### src/rtl/nmea_zda_tx_if.sv
// nmea_zda_tx_if: byte stream with valid/ready handshake.
// master drives the data and valid signals; slave drives ready.
interface nmea_zda_tx_if #(
  parameter int unsigned B = 8
);
  logic [B-1:0] out_data;
  logic         out_valid;
  logic         out_ready;

  modport master (output out_data, output out_valid, input out_ready);
  modport slave  (input out_data, input out_valid, output out_ready);
endinterface

### src/rtl/nmea_zda_tx.sv
// nmea_zda_tx: serializes one NMEA ZDA sentence from BCD time/date fields
// onto a valid/ready byte stream.
// Define NMEA_ZDA_TX_CHECKSUM_EN to append the "*HH" XOR checksum
// (38 bytes). Without it the sentence ends "00\r\n" (35 bytes).
module nmea_zda_tx #(
  parameter int unsigned B      = 8,
  parameter logic [15:0] TALKER = "GP"
) (
  input  logic          clock,
  input  logic          reset_n,
  input  logic          restart,
  input  logic          start,
  input  logic [7:0]    hour,
  input  logic [7:0]    minute,
  input  logic [7:0]    second,
  input  logic [7:0]    centi,
  input  logic [7:0]    day,
  input  logic [7:0]    month,
  input  logic [15:0]   year,
  nmea_zda_tx_if.master tx,
  output logic          busy,
  output logic          done
);

  typedef enum logic [1:0] {IDLE, SEND, DONE} state_t;

`ifdef NMEA_ZDA_TX_CHECKSUM_EN
  localparam logic [5:0] LAST = 6'd37;
`else
  localparam logic [5:0] LAST = 6'd34;
`endif

  state_t      state, state_next;
  logic [5:0]  idx, idx_next;
  logic [7:0]  data_q, data_next;
  logic        load, xfer;
  logic [7:0]  hour_q, minute_q, second_q, centi_q, day_q, month_q;
  logic [15:0] year_q;
`ifdef NMEA_ZDA_TX_CHECKSUM_EN
  logic [7:0]  cks, cks_next;

  function automatic logic [7:0] hexc(input logic [3:0] n);
    return (n > 4'd9) ? 8'h37 + {4'h0, n} : 8'h30 + {4'h0, n};
  endfunction
`endif

  function automatic logic [7:0] dig(input logic [3:0] n);
    return 8'h30 + {4'h0, n};
  endfunction

  assign xfer         = tx.out_valid && tx.out_ready;
  assign tx.out_valid = (state == SEND);
  assign tx.out_data  = B'(data_q);
  assign busy         = (state == SEND);
  assign done         = (state == DONE);

  // Next state, byte index and running checksum; restart overrides everything.
  always_comb begin
    state_next = state;
    idx_next   = idx;
    load       = 1'b0;
`ifdef NMEA_ZDA_TX_CHECKSUM_EN
    cks_next   = cks;
`endif
    if (restart) begin
      state_next = IDLE;
      idx_next   = '0;
`ifdef NMEA_ZDA_TX_CHECKSUM_EN
      cks_next   = '0;
`endif
    end else begin
      case (state)
        IDLE: if (start) begin
          state_next = SEND;
          idx_next   = '0;
          load       = 1'b1;
`ifdef NMEA_ZDA_TX_CHECKSUM_EN
          cks_next   = '0;
`endif
        end
        SEND: if (xfer) begin
`ifdef NMEA_ZDA_TX_CHECKSUM_EN
          // Covers the talker ID through the byte just before '*'.
          if (idx != 6'd0 && idx < 6'd33) cks_next = cks ^ data_q;
`endif
          if (idx == LAST) begin
            state_next = DONE;
            idx_next   = '0;
          end else begin
            idx_next = idx + 6'd1;
          end
        end
        DONE:    state_next = IDLE;
        default: state_next = IDLE;
      endcase
    end
  end

  // Character presented for the index the sentence moves to; looking at the
  // next index keeps out_data registered with no path from out_ready.
  always_comb begin
    data_next = 8'h00;
    if (state_next == SEND) begin
      case (idx_next)
        6'd0:  data_next = "$";
        6'd1:  data_next = TALKER[15:8];
        6'd2:  data_next = TALKER[7:0];
        6'd3:  data_next = "Z";
        6'd4:  data_next = "D";
        6'd5:  data_next = "A";
        6'd6, 6'd16, 6'd19, 6'd22, 6'd27, 6'd30: data_next = ",";
        6'd7:  data_next = dig(hour_q[7:4]);
        6'd8:  data_next = dig(hour_q[3:0]);
        6'd9:  data_next = dig(minute_q[7:4]);
        6'd10: data_next = dig(minute_q[3:0]);
        6'd11: data_next = dig(second_q[7:4]);
        6'd12: data_next = dig(second_q[3:0]);
        6'd13: data_next = ".";
        6'd14: data_next = dig(centi_q[7:4]);
        6'd15: data_next = dig(centi_q[3:0]);
        6'd17: data_next = dig(day_q[7:4]);
        6'd18: data_next = dig(day_q[3:0]);
        6'd20: data_next = dig(month_q[7:4]);
        6'd21: data_next = dig(month_q[3:0]);
        6'd23: data_next = dig(year_q[15:12]);
        6'd24: data_next = dig(year_q[11:8]);
        6'd25: data_next = dig(year_q[7:4]);
        6'd26: data_next = dig(year_q[3:0]);
        6'd28, 6'd29, 6'd31, 6'd32: data_next = "0";
`ifdef NMEA_ZDA_TX_CHECKSUM_EN
        6'd33: data_next = "*";
        6'd34: data_next = hexc(cks_next[7:4]);
        6'd35: data_next = hexc(cks_next[3:0]);
        6'd36: data_next = 8'h0D;
        6'd37: data_next = 8'h0A;
`else
        6'd33: data_next = 8'h0D;
        6'd34: data_next = 8'h0A;
`endif
        default: data_next = 8'h00;
      endcase
    end
  end

  // State, index, output byte and checksum registers.
  always_ff @(posedge clock or negedge reset_n) begin
    if (!reset_n) begin
      state  <= IDLE;
      idx    <= '0;
      data_q <= '0;
`ifdef NMEA_ZDA_TX_CHECKSUM_EN
      cks    <= '0;
`endif
    end else begin
      state  <= state_next;
      idx    <= idx_next;
      data_q <= data_next;
`ifdef NMEA_ZDA_TX_CHECKSUM_EN
      cks    <= cks_next;
`endif
    end
  end

  // Shadow copies of the fields, captured only when a sentence is accepted.
  always_ff @(posedge clock or negedge reset_n) begin
    if (!reset_n) begin
      hour_q   <= '0;
      minute_q <= '0;
      second_q <= '0;
      centi_q  <= '0;
      day_q    <= '0;
      month_q  <= '0;
      year_q   <= '0;
    end else if (load) begin
      hour_q   <= hour;
      minute_q <= minute;
      second_q <= second;
      centi_q  <= centi;
      day_q    <= day;
      month_q  <= month;
      year_q   <= year;
    end
  end

endmodule

### src/flat_wrapper.sv
// flat-port wrapper written by rule: the top's interface ports become plain ports
module nmea_zda_tx_flat 
#(
  parameter int unsigned B      = 8,
  parameter logic [15:0] TALKER = "  "
)
  (clock, reset_n, restart, start, hour, minute, second, centi, day, month, year, busy, done, tx_out_data, tx_out_valid, tx_out_ready);
  nmea_zda_tx_if #(.B(B)) tx_i ();
  input  logic clock;
  input  logic reset_n;
  input  logic restart;
  input  logic start;
  input  logic [7:0] hour;
  input  logic [7:0] minute;
  input  logic [7:0] second;
  input  logic [7:0] centi;
  input  logic [7:0] day;
  input  logic [7:0] month;
  input  logic [15:0] year;
  output logic busy;
  output logic done;
  output wire logic [$bits(tx_i.out_data)-1:0] tx_out_data;
  output wire logic [$bits(tx_i.out_valid)-1:0] tx_out_valid;
  input wire logic [$bits(tx_i.out_ready)-1:0] tx_out_ready;
  assign tx_out_data = tx_i.out_data;
  assign tx_out_valid = tx_i.out_valid;
  assign tx_i.out_ready = tx_out_ready;
  nmea_zda_tx #(.B(B), .TALKER(TALKER)) u_core (.clock(clock), .reset_n(reset_n), .restart(restart), .start(start), .hour(hour), .minute(minute), .second(second), .centi(centi), .day(day), .month(month), .year(year), .tx(tx_i), .busy(busy), .done(done));
endmodule
### config.mk
export PLATFORM = sky130hd
export DESIGN_NAME = nmea_zda_tx_flat
export DESIGN_NICKNAME = d
export VERILOG_FILES = /design/src/rtl/nmea_zda_tx_if.sv /design/src/rtl/nmea_zda_tx.sv /design/src/flat_wrapper.sv
export SDC_FILE = /design/constraint.sdc
export NUM_CORES = 1
export LEC_CHECK = 0
export ABC_AREA = 1
export CAP_MARGIN = 10
export CORE_MARGIN = 2
export CORE_UTILIZATION = 35
export DETAILED_ROUTE_END_ITERATION = 12
export GPL_TIMING_DRIVEN = 0
export HOLD_SLACK_MARGIN = 0.03
export RECOVER_POWER = 100
export SLEW_MARGIN = 20
export SYNTH_ARGS = -nofsm -noshare
export SYNTH_HDL_FRONTEND = slang
export SYNTH_SLANG_ARGS = --single-unit
### constraint.sdc
create_clock -name clock -period 4.1 [get_ports clock]
set_input_delay 1.025 -clock clock [delete_from_list [all_inputs] [get_ports clock]]
set_output_delay 1.025 -clock clock [all_outputs]
set_load 0.02 [all_outputs]
Word-level counts from Yosys, hierarchy flattened
Index checks and enable logic that the tools add are counted.

word-level totals
  register bits = 80
  bits in latches = 0
  bits in writable memories = 0
  ROM bits = 0
  input port bits = 69
  output and inout bits = 11
  logic and storage cells = 86
  memories = 0

operators by class
  $add $sub $neg = 17
  multiply operators = 0
  divide/modulo/power cells = 0
  order comparisons = 0
  equal/unequal tests = 38
  shift-type cells = 0
  mux-type cells = 15
  bitwise logic cells = 0
  reductions and logical operators = 6

operator list
  kind                                           count
  one-hot mux 8 bit (26 select lines)            1
  adder 6 x 4 -> 7 bit, first input constant     16
  == test 6 x 5 -> 1 bit, second input constant  16
  == test 6 x 4 -> 1 bit, second input constant  8
  == test 6 x 3 -> 1 bit, second input constant  4
  == test 6 bit, second input constant           4
  two-way mux 6 bit                              4
  == test 6 x 2 -> 1 bit, second input constant  2
  one-hot mux 6 bit (2 select lines)             1
  two-way mux 2 bit                              4
  two-way mux 8 bit                              1
  adder 6 x 1 -> 6 bit, second input constant    1
  == test 6 x 1 -> 1 bit, second input constant  1
  zero test 6 bit                                1
  OR reduction 6 bit                             1
  == test 2 x 1 -> 1 bit, second input constant  2
  one-hot mux 2 bit (2 select lines)             1
  OR reduction 4 bit                             1
  two-way mux 1 bit                              3
  == test 2 bit, second input constant           1
  zero test 2 bit                                1
  OR reduction 2 bit                             1
  logical AND 1 bit                              1

Depth between registers and ports, before layout
Gate-level depths: netlist of the first run.

  word-level depth = 9
  mapped depth = 19
  mapped depth without buffers = 19

Worst setup path before layout of the first run
OpenSTA, ideal clock, no wires.

  path type = input port to flip-flop
  from = in restart
  to = reg u_core.data_q[5] (netlist: u_core.tx.out_data[5])
  library setup time = 0.122 ns
  arrival = 2.290 ns
  data required time = 3.978 ns
  path slack = 1.689 ns
  stages on the path = 12
  buffers on the path = 0
  cells stage by stage = inv_1 o21ai_0 nor2_1 nand3_2 nand2_1 inv_1 nand3_1 nand3_1 a21oi_2 nand3_1 nor2_1 nor2_1

between the ends
  longest elaborated chain between the ends = 5
  elaborated cells between the ends (all ways) = 43
  classes of those cells = 35 x eq/ne; 4 x mux; 4 x reduce/logical

ends and longest elaborated chain
  element                                               line                RTL
  start: declaration                                    flat_wrapper.sv:11  input logic restart;
  two-way mux 6 bit                                     nmea_zda_tx.sv:65   if (restart) begin
  == test 6 x 3 -> 1 bit, or another cell as far along  nmea_zda_tx.sv:104  case (idx_next)
  OR reduction 6 bit, or another cell as far along      nmea_zda_tx.sv:104
  one-hot mux 8 bit (26 select lines)                   nmea_zda_tx.sv:104
  two-way mux 8 bit *                                   nmea_zda_tx.sv:103  if (state_next == SEND) begin
  named net u_core.data_next[5]                         nmea_zda_tx.sv:35   logic [7:0] data_q, data_next;
  end signal: assignment                                nmea_zda_tx.sv:157  data_q <= data_next;
  end: declaration                                      nmea_zda_tx.sv:35

The timed path passes the listed nets; every way through them passes the cells marked *.
A chain may end at the register's enable or synchronous reset.

Worst setup path after layout of the first run
  from = in tx_out_ready
  to = reg u_core.data_q[2] (netlist: u_core.tx.out_data[2])

between the ends
  longest elaborated chain between the ends = 8
  elaborated cells between the ends (all ways) = 48
  classes of those cells = 35 x eq/ne; 8 x mux; 5 x reduce/logical

ends and longest elaborated chain
  element                                               line                RTL
  start: declaration                                    flat_wrapper.sv:24  input wire logic [$bits(tx_i.out_ready)-1:0] tx_out_ready;
  logical AND 1 bit *                                   nmea_zda_tx.sv:51   assign xfer = tx.out_valid && tx.out_ready;
  two-way mux 6 bit *                                   nmea_zda_tx.sv:81   SEND: if (xfer) begin
  one-hot mux 6 bit (2 select lines) *                  nmea_zda_tx.sv:72   case (state)
  two-way mux 6 bit *                                   nmea_zda_tx.sv:65
  named net u_core.idx_next[3]                          nmea_zda_tx.sv:34   logic [5:0] idx, idx_next;
  == test 6 x 3 -> 1 bit, or another cell as far along  nmea_zda_tx.sv:104
  OR reduction 6 bit, or another cell as far along      nmea_zda_tx.sv:104
  one-hot mux 8 bit (26 select lines) *                 nmea_zda_tx.sv:104
  two-way mux 8 bit *                                   nmea_zda_tx.sv:103
  named net u_core.data_next[2]                         nmea_zda_tx.sv:35

Marked as above.

==> metrics.log, run 1 <==
INFO  metric cts_root_buffer = clkbuf_16
INFO  metric synth.distinct_cells = 31
INFO  metric peak_supply_drop = 0.177 mV
INFO  metric first_global_vias = 3940
INFO  metric worstHoldPathType = flop to flop
INFO  metric status = finished with violations
INFO  metric synth_simple_gate_area_share = 44.6%
INFO  metric clk-insertion-delay-late = 340 ps
INFO  metric placed_cell_area = 5350 µm²
INFO  metric yosysMostFrequentCell = nand2_1
INFO  metric initial_antenna_violation_count = 0
INFO  metric synth_seq_cells = 79
INFO  metric crit_slowest_cell = dlygate4sd3_1
INFO  metric clk_transition_reported_paths = 60 ps
INFO  metric ioPinCount = 80
INFO  metric violation_count_after_the_first_detailed_routing_iteration = 240
INFO  metric global_route.peak_usage_layer = met2
INFO  metric global_route.overflow_total = 0
INFO  metric critPathArrivalTime = 3870 ps
INFO  metric route.detailed.drc = 0
INFO  metric timing_worst_setup_path_type = input port to flop
INFO  metric final_wl = 11.9 mm
INFO  metric global_route_wire_length_before_repair = 19.4 mm
INFO  metric yosys.area_share.adder = 0.577%
INFO  metric wl_per_cell = 13.5 µm
INFO  metric synth_edf_count = 0
INFO  metric die_w = 115 µm
INFO  metric synth_common_cells = nand2_1 (298), dfrtp_1 (79), nor2_1 (64)
INFO  metric power.leakage = 2.91 nW
INFO  metric max_freq = 276 MHz
INFO  metric antenna_cells = 0
INFO  metric cp-start-kind = input port
INFO  metric setup_ws = 479 ps
INFO  metric synth_top_area_share = 45.6%
INFO  metric finalHoldViolations = 0
INFO  metric synth.largest_area_cell = dfrtp_1
INFO  metric seq_area = 1980 µm²
INFO  metric synth.avg_cell_area = 7.01 µm²
INFO  metric grtUsageTotal = 18.9%
INFO  metric io_buffer_count = 78
INFO  metric hold-worst-slack = 477 ps
INFO  metric max_stage_delay = 610 ps
INFO  metric clock-sinks = 79
INFO  metric synth_flop_cell = dfrtp_1
INFO  metric crit_fanout = 10
INFO  metric multiInputGateArea = 2070 µm²
INFO  metric vias_per_cell = 4.65
INFO  metric numCtsBuffers = 9
INFO  metric cell_row_count = 40
INFO  metric synth_mux_area_share = 0%
INFO  metric grtUsageMet3 = 3.06%
INFO  metric total_core_area = 12100 µm²
INFO  metric initial_utilization = 36.0%
INFO  metric min_clock_period_post_route = 3620 ps
INFO  metric grt_start_max_net_pins = 48
INFO  metric dp_slack = 194 ps
INFO  metric timing_max_transition_violations_final = 34
INFO  metric area_growth = 28.7%
INFO  metric hold_buffers = 0
INFO  metric use_met1 = 26.3%
INFO  metric die_h = 115 µm
INFO  metric finish.net_count = 780
INFO  metric maxSlewHeadroom = -16.3%
INFO  metric combinational_family_with_the_most_area_after_synthesis = simple AND/OR/NAND/NOR gates
INFO  metric cts-root-to-sink-buffers = 2
INFO  metric synth_area_leaders = dfrtp_1 (46%), nand2_1 (26%), nand3_1 (6.3%), nor2_1 (5.5%), inv_1 (2.1%)
INFO  metric path_common_cell = nand2_1
INFO  metric fin_crit_sh = 88.3%
INFO  metric place_congestion = 0.909
INFO  metric drt_pre_antenna_iters = 4
INFO  metric detailroute.via_count = 4090
INFO  metric post_route_standard_cell_area_excluding_fillers = 5580 µm²
INFO  metric fill_cells = 1250
INFO  metric crit_start = tx_out_ready
INFO  metric detail-route-antenna-nets = 0
INFO  metric cts_resized = 0
INFO  metric grt_setup_unrepaired = false
INFO  metric cts_setup_buffers = 0
INFO  metric timing.final.setup_violations = 0
INFO  metric grtUsageMet2 = 30.3%
INFO  metric timing.clock.skew = 6.03 ps
INFO  metric final_core_util = 46.3%
INFO  metric synth_area = 4340 µm²
INFO  metric endpoint_kind = flop
INFO  metric cts.htree.levels = 3
INFO  metric power.density_cell_area = 386 nW/µm²
INFO  metric layout-drive-gt1-share = 8.29%
INFO  metric die_area = 13300 µm²
INFO  metric cts_tree = yes
INFO  metric max_cap_viol_count = 1
INFO  metric compound_gate_fraction_of_synth_area = 3.23%
INFO  metric hold_path.startpoint = u_core.year_q[12]$_DFFE_PN0P_
INFO  metric critical_path.reg2reg.startpoint = u_core.state[0]$_DFF_PN0_
INFO  metric synthCells = 619
INFO  metric yosysWarningCount = 0
INFO  metric xor_xnor_share_of_the_synthesized_area = 0%
INFO  metric dpl.hpwl = 9.39 mm
INFO  metric tightest_slew = 1740 ps
INFO  metric path_cells = dlygate4sd3_1 > nand3_1 > inv_1 > nand2_1 > nand3_1 > nor2_1 > nand2_1 > nor2_4 > nand3_1 > nand2_1 > nor2_1 > nand2_1 > nor2_1 > a21oi_1
INFO  metric mappedNetlistNets = 690
INFO  metric postSynth.asyncResetShare = 100%
INFO  metric synth_sequential_area_ratio = 45.6%
INFO  metric failed_checks = capacitance limit, slew limit
INFO  metric worstPathRequired = 4350 ps
==> state kept, by name, indices dropped and copies added, names as in the netlist, 6 cells and up <==
register / cells
u_core.hour_q: 8
u_core.minute_q: 8
u_core.year_q: 16
u_core.day_q: 8
u_core.tx.out_data: 7
u_core.second_q: 8
u_core.month_q: 8
u_core.centi_q: 8
u_core.idx: 6
==> worst paths after layout <==
path                                                   end  slack [ps]  cells past startpoint
setup / recovery           u_core.tx.out_data[2]$_DFF_PN0_         480                     14
hold / removal               u_core.year_q[12]$_DFFE_PN0P_         480                      2
setup reg to reg           u_core.tx.out_data[6]$_DFF_PN0_        1270                      7
min in group asynchronous   u_core.minute_q[0]$_DFFE_PN0P_        1140                      1
hold reg to reg              u_core.year_q[12]$_DFFE_PN0P_         480                      2
max in group asynchronous    u_core.month_q[0]$_DFFE_PN0P_        1060                      2
==> cells in the final DEF (no fill, tap or decap), drive strengths merged <==
| master | Yosys | final |
|---|---|---|
| nand2 | 308 | 308 |
| dfrtp | 79 | 79 |
| nor2 | 77 | 77 |
| clkdlybuf4s50 | 0 | 66 |
| nand3 | 60 | 60 |
| inv | 35 | 36 |
| clkbuf | 13 | 26 |
| dlygate4sd3 | 0 | 11 |
| o21ai | 10 | 10 |
| a21oi | 9 | 9 |
| buf | 9 | 9 |
| nand4 | 5 | 5 |
| clkinv | 2 | 3 |
| nor3 | 2 | 2 |
| ha | 2 | 2 |
| o211ai | 1 | 1 |
| a21boi | 1 | 1 |
| a31oi | 1 | 1 |
| or2 | 1 | 1 |
| nand3b | 1 | 1 |
| a22oi | 1 | 1 |
| a311oi | 1 | 1 |
| conb | 1 | 1 |
| bufinv | 0 | 1 |
==> layer usage <==
metal	share of wire [%]	wire, µm
met5	0	0
met4	1.4	165
met3	4.6	542
met2	46	5520
met1	48	5680
==> cell families after synthesis <==
| family | Yosys count |
|---|---|
| AOI/OAI and AO/OA | 24 |
| adders and majority gates | 2 |
| buffers and inverters | 59 |
| DFF | 79 |
| other | 1 |
| and+or+nand+nor | 454 |
==> power breakdown <==
part | internal, mW | switching (mW) | leakage [nW]
clock network | 0.482 | 0.304 | 0.142
registers | 0.910 | 0.0874 | 0.999
logic | 0.156 | 0.216 | 1.77
==> through the flow <==
| step | power [mW] | std cells | setup TNS, ps |
|---|---|---|---|
| final | 2.16 | 880 | 0 |
| after global routing | 2.27 | 880 | 0 |
| after CTS | 2.18 | 880 | 0 |
| after detailed placement | 1.40 | 866 | 0 |
| after global placement | 1.38 | 865 | -57490 |
| after floorplan | 1.20 | 619 | 0 |
==> cell type report <==
| class | instances | area share [%] |
|---|---|---|
| clock buffer | 11 | 4.35 |
| buffer | 22 | 2.15 |
| inverter | 37 | 2.49 |
| tap | 168 | 3.76 |
| multi-input combinational | 481 | 37.1 |
| timing repair buffer | 79 | 14.0 |
| sequential | 79 | 35.4 |
| clock inverter | 3 | 0.784 |
==> worst max-delay path, delay by kind of cell <==
family          cells  cell delay [ps]
buf+inv             2              700
compound gates      1              170
simple gates       11             1960
No activity file was read; power rests on OpenSTA's default activity.
==> inputs of run 2 (changes only) <==
--- a/config.mk
+++ b/config.mk
@@ -9,6 +9,7 @@
 export CAP_MARGIN = 10
 export CORE_MARGIN = 2
 export CORE_UTILIZATION = 35
+export CTS_CLUSTER_DIAMETER = 200
 export DETAILED_ROUTE_END_ITERATION = 12
 export GPL_TIMING_DRIVEN = 0
 export HOLD_SLACK_MARGIN = 0.03
==> results of run 2 <==
No change in the layout: final DEF, timing and power equal those of run 1.
==> inputs of run 3 (changes only) <==
==> constraint.sdc (replaced) <==
create_clock -name clock -period 4.3 [get_ports clock]
set_input_delay 1.075 -clock clock [delete_from_list [all_inputs] [get_ports clock]]
set_output_delay 1.075 -clock clock [all_outputs]
set_load 0.02 [all_outputs]
==> results of run 3 <==
The final DEF is identical to that of run 1. Status: finished with violations: capacitance limit, slew limit.
Main changes from that run: setup slack after placement 194 ps -> 344 ps; setup slack after layout 479 ps -> 629 ps; register-to-register setup slack 1270 ps -> 1470 ps; total power 2.16 mW -> 2.06 mW; worst IR drop on VDD 0.177 mV -> 0.169 mV
